[src/rtl/db_multi_pkg.sv]
// Shared defaults and width helper for the multi-channel debouncer and its bench.
package db_multi_pkg;

    localparam int DEF_CHANNELS     = 4;
    localparam int DEF_TICK_DIV     = 50_000;  // 1 ms tick at 50 MHz
    localparam int DEF_STABLE_TICKS = 10;
    localparam int DEF_LONG_TICKS   = 1000;

    // Width of a counter that must hold the values 0..n
    function automatic int cnt_width(input int n);
        return (n < 1) ? 1 : $clog2(n + 1);
    endfunction

endpackage

[src/rtl/db_chan.sv]
// One debounce channel: 2-FF synchroniser, tick-based stability filter,
// edge pulses and optional long-press detection.
module db_chan
    import db_multi_pkg::*;
#(
    parameter int STABLE_TICKS = DEF_STABLE_TICKS,
    parameter int LONG_TICKS   = DEF_LONG_TICKS
) (
    input  logic clk,
    input  logic rst_n,
    input  logic raw,
    input  logic inv,
    input  logic tick,
    output logic level,
    output logic rise,
    output logic fall,
    output logic long_press,
    output logic long_held
);

    localparam int CW = cnt_width(STABLE_TICKS);

    logic          sync1_reg;
    logic          sync2_reg;
    logic          s;
    logic [CW-1:0] cnt_reg;
    logic          level_reg;
    logic          rise_reg;
    logic          fall_reg;
    logic          accept;

    assign s      = sync2_reg ^ inv;
    assign accept = (s != level_reg) && tick && (cnt_reg == CW'(STABLE_TICKS - 1));

    always_ff @(posedge clk or negedge rst_n) begin
        if (!rst_n) begin
            sync1_reg <= 1'b0;
            sync2_reg <= 1'b0;
        end else begin
            sync1_reg <= raw;
            sync2_reg <= sync1_reg;
        end
    end

    // Any cycle where the input agrees with the accepted level restarts the window
    always_ff @(posedge clk or negedge rst_n) begin
        if (!rst_n) begin
            cnt_reg   <= '0;
            level_reg <= 1'b0;
            rise_reg  <= 1'b0;
            fall_reg  <= 1'b0;
        end else begin
            rise_reg <= 1'b0;
            fall_reg <= 1'b0;
            if (s == level_reg) begin
                cnt_reg <= '0;
            end else if (tick) begin
                if (accept) begin
                    level_reg <= s;
                    cnt_reg   <= '0;
                    rise_reg  <= s;
                    fall_reg  <= ~s;
                end else begin
                    cnt_reg <= cnt_reg + 1'b1;
                end
            end
        end
    end

    assign level = level_reg;
    assign rise  = rise_reg;
    assign fall  = fall_reg;

    generate
        if (LONG_TICKS > 0) begin : g_long
            localparam int HW = cnt_width(LONG_TICKS);

            logic [HW-1:0] hcnt_reg;
            logic          lp_reg;
            logic          held_reg;

            // accept while pressed is the release edge: drop long_held with fall
            always_ff @(posedge clk or negedge rst_n) begin
                if (!rst_n) begin
                    hcnt_reg <= '0;
                    lp_reg   <= 1'b0;
                    held_reg <= 1'b0;
                end else begin
                    lp_reg <= 1'b0;
                    if (!level_reg || accept) begin
                        hcnt_reg <= '0;
                        held_reg <= 1'b0;
                    end else if (tick && (hcnt_reg < HW'(LONG_TICKS))) begin
                        hcnt_reg <= hcnt_reg + 1'b1;
                        if (hcnt_reg == HW'(LONG_TICKS - 1)) begin
                            lp_reg   <= 1'b1;
                            held_reg <= 1'b1;
                        end
                    end
                end
            end

            assign long_press = lp_reg;
            assign long_held  = held_reg;
        end else begin : g_no_long
            assign long_press = 1'b0;
            assign long_held  = 1'b0;
        end
    endgenerate

endmodule

[src/rtl/db_multi.sv]
// N-channel pushbutton debouncer: one shared tick prescaler feeding
// independent per-channel filters.
module db_multi
    import db_multi_pkg::*;
#(
    parameter int                  CHANNELS     = DEF_CHANNELS,
    parameter logic [CHANNELS-1:0] ACTIVE_LOW   = '0,
    parameter int                  TICK_DIV     = DEF_TICK_DIV,
    parameter int                  STABLE_TICKS = DEF_STABLE_TICKS,
    parameter int                  LONG_TICKS   = DEF_LONG_TICKS
) (
    input  logic                clk,
    input  logic                rst_n,
    input  logic [CHANNELS-1:0] in_raw,
    output logic [CHANNELS-1:0] level,
    output logic [CHANNELS-1:0] rise,
    output logic [CHANNELS-1:0] fall,
    output logic [CHANNELS-1:0] long_press,
    output logic [CHANNELS-1:0] long_held
);

    localparam int PW = $clog2(TICK_DIV);

    logic [PW-1:0] pre_cnt_reg;
    logic          tick;

    assign tick = (pre_cnt_reg == PW'(TICK_DIV - 1));

    always_ff @(posedge clk or negedge rst_n) begin
        if (!rst_n) begin
            pre_cnt_reg <= '0;
        end else if (tick) begin
            pre_cnt_reg <= '0;
        end else begin
            pre_cnt_reg <= pre_cnt_reg + 1'b1;
        end
    end

    genvar gi;
    generate
        for (gi = 0; gi < CHANNELS; gi++) begin : g_chan
            db_chan #(
                .STABLE_TICKS (STABLE_TICKS),
                .LONG_TICKS   (LONG_TICKS)
            ) u_chan (
                .clk        (clk),
                .rst_n      (rst_n),
                .raw        (in_raw[gi]),
                .inv        (ACTIVE_LOW[gi]),
                .tick       (tick),
                .level      (level[gi]),
                .rise       (rise[gi]),
                .fall       (fall[gi]),
                .long_press (long_press[gi]),
                .long_held  (long_held[gi])
            );
        end
    endgenerate

endmodule

[config.mk]
export PLATFORM = sky130hd
export DESIGN_NAME = db_multi
export DESIGN_NICKNAME = d
export VERILOG_FILES = /design/src/rtl/db_multi_pkg.sv /design/src/rtl/db_chan.sv /design/src/rtl/db_multi.sv
export SDC_FILE = /design/constraint.sdc
export NUM_CORES = 1
export LEC_CHECK = 0
export CAP_MARGIN = 40
export CORE_MARGIN = 2
export CORE_UTILIZATION = 60
export CTS_CLUSTER_SIZE = 12
export DETAILED_ROUTE_END_ITERATION = 12
export PLACE_DENSITY = 0.85
export REMOVE_ABC_BUFFERS = 1
export SYNTH_ARGS = -nofsm -noshare
export SYNTH_HDL_FRONTEND = slang
export SYNTH_SLANG_ARGS = --single-unit
[constraint.sdc]
create_clock -name clk -period 3.4 [get_ports clk]
set_clock_uncertainty 0.1 [all_clocks]
set_input_delay 0.68 -clock clk [delete_from_list [all_inputs] [get_ports clk]]
set_output_delay 0.68 -clock clk [all_outputs]
set_load 0.03 [all_outputs]
# ---- Word-level counts from Yosys, hierarchy flattened
# Cells that the tools add are included.
dict set report op_classes {
  n_mux 69
  bitwise_logic 8
  add_sub_neg 9
  n_reduce_logical 40
  order_cmp 4
  n_eq_ne 17
}
# operator count
set ops {}
lappend ops {{$mux 10} 8}
lappend ops {{$mux 1} 48}
lappend ops {{$mux 4} 12}
lappend ops {{$add 10x1->10 const B} 4}
lappend ops {{$eq 10x10->1 const B} 4}
lappend ops {{$lt 10x10->1 const B} 4}
lappend ops {{$reduce_bool 2->1} 12}
lappend ops {{$add 16x1->16 const B} 1}
lappend ops {{$add 4x1->4 const B} 4}
lappend ops {{$eq 16x16->1 const B} 1}
lappend ops {{$eq 4x4->1 const B} 4}
lappend ops {{$mux 16} 1}
lappend ops {{$logic_and 1x1->1} 12}
lappend ops {{$reduce_and 3->1} 4}
lappend ops {{$not 1->1} 8}
lappend ops {{$reduce_and 2->1} 4}
lappend ops {{$eq 1x1->1} 4}
lappend ops {{$logic_not 1->1} 4}
lappend ops {{$logic_or 1x1->1} 4}
lappend ops {{$ne 1x1->1} 4}
dict set report word_totals {
  elab_cells 184
  reg_bits 100
  inputBits 6
  output_inout_bits 20
}

# ---- Logic depth before layout (Yosys ltp)
# Gate-level depths: netlist of the first run.
dict set report logic_depth {
  word_depth 6
  mapped_depth 9
  depth_no_buf 6
}

# ---- Modules after synthesis
# From an unflattened synthesis of the first run, not the netlist that was laid out.
dict set report hier_totals {
  cells_unflattened 483
  area_unflattened_um2 5027.3
}
# module seq_area_each_um2 cells_each instances area_per_inst_um2
set by_module_without_submodules {}
lappend by_module_without_submodules {{db_chan at g_chan[0].u_chan ...} 525.5 100 3 1031.0}
lappend by_module_without_submodules {{db_chan at g_chan[3].u_chan} 525.5 115 1 1168.6}
lappend by_module_without_submodules {db_multi 400.4 68 1 765.7}

# ---- Worst setup path after synthesis of the first run
# OpenSTA, ideal clock, no wires.
dict set report synth_path {
  path_kind {reg2reg}
  start {reg pre_cnt_reg[0]}
  end {reg g_chan[2].u_chan.cnt_reg[0]}
  n_path_buf 4
  path_slack_ns 1.198
  arrival_time_ns 2.024
  period_less_slack_ns 2.202
  path_stages_with_launch 10
  t_required_ns 3.222
  setup_ns 0.078
  path_cell_list {dfrtp_1 -> ha_1 -> and3_1 -> clkbuf_1 -> nand4_1 -> clkbuf_1 -> buf_2 -> buf_1 -> nand2_1 -> a21oi_1}
}
dict set report synth_between {
  elab_chain_len 6
  word_cells_on_any_way 7
  classes_between {eq/ne: 1; mux: 3; reduce/logical: 3}
}
# item line
set synth_lines {}
lappend synth_lines {{from (decl)} db_multi.sv:24} ;# logic [PW-1:0] pre_cnt_reg;
lappend synth_lines {{from (signal assigned)} db_multi.sv:35} ;# pre_cnt_reg <= pre_cnt_reg + 1'b1;
lappend synth_lines {{$eq 16x16->1 (*)} db_multi.sv:27} ;# assign tick = (pre_cnt_reg == PW'(TICK_DIV - 1));
lappend synth_lines {{$logic_and 1x1->1 (2 in series)} db_chan.sv:33} ;# assign accept = (s != level_reg) && tick && (cnt_reg == CW'(STABLE_TICKS - 1));
lappend synth_lines {{$mux 4} db_chan.sv:58} ;# if (accept) begin
lappend synth_lines {{$mux 4} db_chan.sv:57} ;# end else if (tick) begin
lappend synth_lines {{$mux 4} db_chan.sv:55} ;# if (s == level_reg) begin
lappend synth_lines {{to (signal assigned)} db_chan.sv:64} ;# cnt_reg <= cnt_reg + 1'b1;
lappend synth_lines {{to (decl)} db_chan.sv:26} ;# logic [CW-1:0] cnt_reg;
# Mark *: on every way between the ends. The rest lies on a longest branch, timed or not. The select of a mux whose other input is x is not followed.
# A chain may end at the register's enable or synchronous reset.

# ---- Final worst setup path of the first run
dict set report layout_path {
  start {reg pre_cnt_reg[0]}
  end {reg g_chan[3].u_chan.g_long.hcnt_reg[3]}
}
dict set report layout_between {
  elab_chain_len 5
  word_cells_on_any_way 7
  classes_between {eq/ne: 1; mux: 1; reduce/logical: 5}
}
# item line
set layout_lines {}
lappend layout_lines {{$eq 16x16->1 (*)} db_multi.sv:27}
lappend layout_lines {{$logic_and 1x1->1 (2 in series)} db_chan.sv:33}
lappend layout_lines {{$logic_or 1x1->1} db_chan.sv:90} ;# if (!level_reg || accept) begin
lappend layout_lines {{$mux 10 or $reduce_bool 2->1 (tied branches)} --}
lappend layout_lines {{to (signal assigned)} db_chan.sv:94} ;# hcnt_reg <= hcnt_reg + 1'b1;
lappend layout_lines {{to (decl)} db_chan.sv:78} ;# logic [HW-1:0] hcnt_reg;
# Mark *: on every way between the ends. The rest lies on a longest branch, timed or not.

==> results of run 1 <==
[logic make-up (layout without fill, tap and decap cells)]
family | Yosys count | after routing | synth area share (%)
buffers and inverters | 66 | 77 | 6.489
adder cells (fa/ha/maj) | 13 | 13 | 3.208
XOR/XNOR | 11 | 11 | 1.900
flip-flops | 100 | 100 | 49.35
AND/OR/NAND/NOR | 209 | 209 | 23.81
AO/OA/AOI/OAI | 122 | 122 | 14.38
multiplexers | 4 | 4 | 0.8635
[cell usage in the layout, fill, tap and decap left out, types with 3 or more instances in the layout]
master           netlist  layout
dfrtp_1              100     100
or4b_1                 5       5
ha_1                  13      13
and4_1                10      10
or3_1                 19      19
a31oi_1                6       6
nand3_1               23      23
inv_1                 27      27
a21oi_1               55      55
clkbuf_8               0      10
nand2_1               37      37
nor3_1                11      11
or4_1                 21      21
xnor2_1                6       6
buf_4                 20       8
nand3b_1               4       4
and2_1                 5       5
mux2_2                 3       3
nor2_1                35      35
clkdlybuf4s50_1        0      24
o21ai_0               24      24
xor2_1                 5       5
o31ai_1               26      26
nor4_1                 7       7
o41ai_1                4       4
nand4_1               14      14
or2_2                  5       5
nand4b_1               4       4
[worst max-delay path, delay by kind of cell (launching register included)]
kind	cells	cell delay (ns)
AND/OR/NAND/NOR	3	1.33
flip-flops	1	0.41
AO/OA/AOI/OAI	1	0.17
adder cells (fa/ha/maj)	1	0.22
buffers and inverters	1	0.36
[worst max path at each step]
stage | startpoint | endpoint | slack [ns] | cells after the start
global placement | pre_cnt_reg[0] | g_chan[2].u_chan.g_long.hcnt_reg[9] | 0.84 | 6
detailed placement | pre_cnt_reg[0] | g_chan[3].u_chan.g_long.hcnt_reg[3] | 0.73 | 6
CTS | pre_cnt_reg[0] | g_chan[3].u_chan.g_long.hcnt_reg[3] | 0.70 | 6
finish | pre_cnt_reg[0] | g_chan[3].u_chan.g_long.hcnt_reg[3] | 0.71 | 6
floorplan | pre_cnt_reg[4] | g_chan[0].u_chan.g_long.hcnt_reg[2] | -0.36 | 4
global route | pre_cnt_reg[0] | g_chan[3].u_chan.g_long.hcnt_reg[3] | 0.48 | 6
[power by group through the flow]
stage	sequential [mW]	clock, mW	combinational [mW]
2_1_floorplan	1.22	0	0.00513
3_3_place_gp	1.22	0	0.0375
3_5_place_dp	1.22	0	0.0381
4_1_cts	1.20	0.779	0.0382
5_1_grt	1.20	0.831	0.0426
6_report	1.20	0.766	0.0364
[layout make-up]
cell class | count | area (sq um)
fillers | 624 | 2700
flip-flops and latches | 100 | 2502
multi-input cells | 359 | 2240
repair buffers | 34 | 340.3
clock buffers | 11 | 141.4
well taps | 105 | 131.4
inverters | 27 | 101.3
clock inverters | 5 | 60.06
[routing by layer]
layer	global-route usage [%]	vias to the layer above	share of wire, %
li1	-	1929	-
met1	31.24	1972	46
met2	40.03	94	50
met3	4.150	14	3.2
met4	8.810	0	1.5
met5	0	-	0
==> metrics.md, run 1 <==
| Metric | Value |
|---|---|
| Capturing point of the worst reg2reg path | g_chan[3].u_chan.g_long.hcnt_reg[3] |
| Slew at the pin with the worst max-slew slack | between 0.8 and 0.9 ns |
| Die footprint | 9204 sq um |
| Syn. warnings | 0 |
| Yosys top cell area share | about 49% |
| Vias in the first global route | ~3.9k |
| Final #Nets | 550 |
| Final Setup Violations | 0 |
| Via count | about 4k |
| # hold bufs at CTS | 0 |
| Register area share after synthesis | ~49% |
| Final WL | 10,110 um |
| Minimum clock period | approximately 2.7 ns |
| Depth of the CTS H-tree | 3 |
| Post-route cell area | 5517 sq um |
| Tot Pwr | 1.999 mW |
| Critical Path, Cell by Cell | ha_1 > and3_1 > nand4_1 > buf_12 > or4_1 > a21oi_1 |
| Unrepaired setup endpoints after global routing | false |
| Drt initial violations | roughly 300 |
| Number of setup buffers added after CTS | 0 |
| Drt via density | approximately 6.3 |
| Die height | around 96 um |
| GR Util All Layers | between 20% and 30% |
| Setup WS post-layout | approximately 0.7 ns |
| Worst EP arrival | between 2 and 3 ns |
| Sw power | 0.4334 mW |
| Internal power | ~1.6 mW |
| I/O Buffers | 25 |
| Synthesized flop and latch total | 100 |
| Wire per inst | between 15 and 20 um |
| Dominant cell type by area after synthesis | dfrtp_1 |
| Core ar. | roughly 8200 sq um |
| Antenna cells | 0 |
| Worst path max stage delay | 0.51 ns |
| Worst R2R Setup Slack | 0.71 ns |
| FP Rows | 33 |
| RD Place Congestion | between 0.8 and 0.9 |
| Type of the worst min-delay path | input port to asynchronous set/reset pin |
| DPL Wire Length | 6793 um |
| Max Fclk | between 300 and 400 MHz |
| Syn Inst Count | around 530 |
| Maxcap violations | 0 |
| Static leakage | 2.076 nW |
| Ports | 26 |
| Element type at the critical path start | register |
| Final core utilization | 67.14% |
| Cts bufs inserted | 9 |
| Count of cell types in the netlist | 42 |
| Max clock buf depth | 2 |
| Final Instance Count excl. Fillers | approximately 640 |
| Area Growth Syn to Fin | 8.784% |
| Clock latency on the worst-skew pair | 0.37 ns |
| Slew headroom | between 40 and 50% |
| Max reg flops | 40 |
| Cts repair resizes | 0 |
| Fin. max-slew vios | 0 |
| CP max stage cell | or4_1 |
| Commonest cells post-synth | dfrtp_1, a21oi_1, nand2_1 |
| Clock-pin slew of the registers on the worst-case setup and hold paths | around 0.1 ns |
| First-pass GRT wire length | roughly 17,000 um |
| Post-synth EDFFs | 0 |
| Flop pwr share | approximately three fifths |
| Top cells by area, synth | dfrtp_1, a21oi_1, o31ai_1 |
| Final hold violations | 0 |
| Initial core utilization | 61.72% |
| CTS Sinks | 100 |
| DP Worst Slack | about 0.73 ns |
| Top-count cell post-synth | dfrtp_1 |
| Synth Area per Inst | just under 10 sq um |
| CTS tree | yes |
| Placed cell areas | between 5000 and 6000 sq um |
| Status | completed |
| Largest net degree at the start of global routing | between 100 and 150 |
| Power share of the combinational group | 1.8% |
| Synth Flop Type | dfrtp_1 |
| Worst vdd ir | 219.7 uV |
| Layout cells sized above 1 | 7.276% |
| Mapped Area | 5071 sq um |
| Setup Crit Path Kind | register to register |
| CP Capture Type | register |
| Drt pass-1 iters | 4 |
| Initial antenna violation count | 0 |
| Worst EP required | roughly 3.6 ns |
| Cell Pwr Density | roughly 360 nW/um^2 |
| Clk root buf | clkbuf_8 |
| R2r startpoint | pre_cnt_reg[0] |
| Setup TNS | 0 ns |
| Placed cell count | about 630 |
| Die Wd | 95.94 um |
| Switching share of power | 21.68% |
| Remaining DRCs | 0 |
| Antenna Nets Post-Route | 0 |
| FF-to-FF path depth | 6 |
| Fin crit share | 79.17% |
| Crit-path max FO | just under 60 |
| Grt total ovfl | 0 |
| Clock share of power | 38.3% |
| Fraction of registers with async set/reset | 100.0% |
| Hold Slack | 0.2289 ns |
Power figures use the tool's default switching activity.
==> run 2, diff against run 1 <==
--- a/config.mk
+++ b/config.mk
@@ -7,10 +7,10 @@
 export LEC_CHECK = 0
 export CAP_MARGIN = 40
 export CORE_MARGIN = 2
-export CORE_UTILIZATION = 60
+export CORE_UTILIZATION = 54
 export CTS_CLUSTER_SIZE = 12
 export DETAILED_ROUTE_END_ITERATION = 12
-export PLACE_DENSITY = 0.85
+export PLACE_DENSITY = 0.81
 export REMOVE_ABC_BUFFERS = 1
 export SYNTH_ARGS = -nofsm -noshare
 export SYNTH_HDL_FRONTEND = slang
==> constraint.sdc (replaced) <==
create_clock -name clk -period 2.3 [get_ports clk]
set_clock_uncertainty 0.1 [all_clocks]
set_input_delay 0.46 -clock clk [delete_from_list [all_inputs] [get_ports clk]]
set_output_delay 0.46 -clock clk [all_outputs]
set_load 0.03 [all_outputs]
==> metrics.md, run 2 (synthesis gave the netlist of run 1 again) <==
| Metric | Value |
|---|---|
| Status | completed (unchanged) |
| Fin. max-slew vios | 0 (unchanged) |
| Crit-path max FO | 24 (was 58) |
| Max reg flops | 40 (unchanged) |
| Max clock buf depth | 2 (unchanged) |
| Drt pass-1 iters | 4 (unchanged) |
| Maxcap violations | 0 (unchanged) |
| Via count | 4,099 (was 4,009) |
| DPL Wire Length | 7218 um (was 6793 um) |
| Cts bufs inserted | 9 (unchanged) |
| FP Rows | 35 (was 33) |
| CTS tree | yes (unchanged) |
| Area Growth Syn to Fin | 12.95% (was 8.784%) |
| Power share of the combinational group | 2.1% (was 1.8%) |
| Remaining DRCs | 0 (unchanged) |
| Worst vdd ir | 336.8 uV (was 219.7 uV) |
| Sw power | 0.6721 mW (was 0.4334 mW) |
| Hold Slack | 0.2571 ns (was 0.2289 ns) |
| I/O Buffers | 25 (unchanged) |
| CTS Sinks | 100 (unchanged) |
| Die footprint | 10,180 sq um (was 9204 sq um) |
| Die height | 100.9 um (was 95.94 um) |
| Vias in the first global route | 4,005 (was 3,874) |
| Tot Pwr | 2.999 mW (was 1.999 mW) |
| Worst R2R Setup Slack | 0.1 ns (was 0.71 ns) |
| Static leakage | 2.194 nW (was 2.076 nW) |
| Depth of the CTS H-tree | 3 (unchanged) |
| Internal power | 2.327 mW (was 1.566 mW) |
| Antenna cells | 0 (unchanged) |
| Layout cells sized above 1 | 11.65% (was 7.276%) |
| Drt initial violations | 248 (was 296) |
| Clk root buf | clkbuf_8 (unchanged) |
| Initial core utilization | 55.14% (was 61.72%) |
| Core ar. | 9196 sq um (was 8217 sq um) |
| Slew headroom | 51.71% (was 45.69%) |
| Clock-pin slew of the registers on the worst-case setup and hold paths | 0.10 ns (about the same) |
| Setup WS post-layout | 0.09735 ns (was 0.7081 ns) |
| Element type at the critical path start | register (unchanged) |
| Setup TNS | 0 ns (unchanged) |
| Wire per inst | 15.78 um (was 15.77 um) |
| Antenna Nets Post-Route | 0 (unchanged) |
| Final #Nets | 572 (was 550) |
| Flop pwr share | 59.0% (was 59.8%) |
| Switching share of power | 22.41% (was 21.68%) |
| Grt total ovfl | 0 (unchanged) |
| Ports | 26 (unchanged) |
| DP Worst Slack | 0.1018 ns (was 0.7342 ns) |
| Placed cell areas | 5470 sq um (was 5315 sq um) |
| Final core utilization | 62.29% (was 67.14%) |
| Final Setup Violations | 0 (unchanged) |
| Final Instance Count excl. Fillers | 669 (was 641) |
| Worst EP arrival | 2.40 ns (was 2.87 ns) |
| Drt via density | 6.127 (was 6.254) |
| Die Wd | 100.9 um (was 95.94 um) |
| Setup Crit Path Kind | register to register (unchanged) |
| Final hold violations | 0 (unchanged) |
| Cell Pwr Density | 523.5 nW/um^2 (was 362.4 nW/um^2) |
| Commonest non-fill, non-tap cells in the layout | dfrtp_1, a21oi_1, nand2_1 (unchanged) |
| Clock share of power | 39.0% (was 38.3%) |
| Initial antenna violation count | 0 (unchanged) |
| Fin crit share | 95.77% (was 79.17%) |
| CP Capture Type | register (unchanged) |
| Minimum clock period | 2.203 ns (was 2.692 ns) |
| Placed cell count | 649 (was 625) |
| RD Place Congestion | 0.8331 (was 0.8345) |
| First-pass GRT wire length | 18,080 um (was 17,240 um) |
| Slew at the pin with the worst max-slew slack | 0.7189 ns (was 0.8084 ns) |
| Clock latency on the worst-skew pair | 0.37 ns (about the same) |
| Worst EP required | 2.50 ns (was 3.58 ns) |
| GR Util All Layers | 22.12% (was 23.87%) |
| Final WL | 10,560 um (was 10,110 um) |
| Commonest non-fill, non-tap cell in the layout | dfrtp_1 (unchanged) |
| Max Fclk | 454.0 MHz (was 371.5 MHz) |
| Type of the worst min-delay path | register to register (was input port to asynchronous set/reset pin) |
| Unrepaired setup endpoints after global routing | true (was false) |
| Largest net degree at the start of global routing | 39 (was 101) |
| Post-route cell area | 5728 sq um (was 5517 sq um) |
==> run 2: area by class of cell <==
class,count,area [sq um]
multi-input cells,359,2251
inverters,27,101.3
fillers,753,3468
repair buffers,56,524.3
clock buffers,10,137.6
clock inverters,6,71.32
well taps,111,138.9
flip-flops and latches,100,2504
==> run 2: what timing repair did <==
action / in CTS / in global routing
buffers inserted: 0 / 3
resized for setup: 0 / 5
endpoints found under the hold margin: 35 / 0
hold buffers: 1 / 0
endpoints found under the setup margin: 0 / 10
==> run 2: worst max-delay path: stages (launching register included) <==
cell and delay, ns:
dfrtp_1 0.42, nor4bb_1 0.30, buf_4 0.20, nand4_1 0.21
buf_6 0.24, or4_1 0.53, a21oi_2 0.14
==> run 2: power by group through the flow <==
stage	Sequential [mW]	Combinational [mW]	Clock (mW)
3_5_place_dp	1.80	0.0637	0
3_3_place_gp	1.80	0.0615	0
2_1_floorplan	1.80	0.00759	0
6_report	1.77	0.0616	1.17
5_1_grt	1.77	0.0726	1.25
4_1_cts	1.77	0.0652	1.19
==> run 2: path summary, 6_finish.rpt <==
check / from / cells after the start / end
min: g_chan[2].u_chan.sync1_reg / 0 / g_chan[2].u_chan.sync2_reg
min in group asynchronous: rst_n / 2 / g_chan[1].u_chan.level
min reg2reg: g_chan[2].u_chan.sync1_reg / 0 / g_chan[2].u_chan.sync2_reg
max reg2reg: pre_cnt_reg[8] / 6 / g_chan[3].u_chan.g_long.hcnt_reg[7]
max: pre_cnt_reg[8] / 6 / g_chan[3].u_chan.g_long.hcnt_reg[7]
max in group asynchronous: rst_n / 3 / g_chan[3].u_chan.g_long.hcnt_reg[0]
==> run 2: per-layer routing <==
metal / share of wire, % / up-vias / global-route usage, %
li1: - / 1982 / -
met1: 44 / 2006 / 28.43
met2: 50 / 90 / 36.31
met3: 4.2 / 21 / 5.964
met4: 1.8 / 0 / 7.692
met5: 0 / - / 0
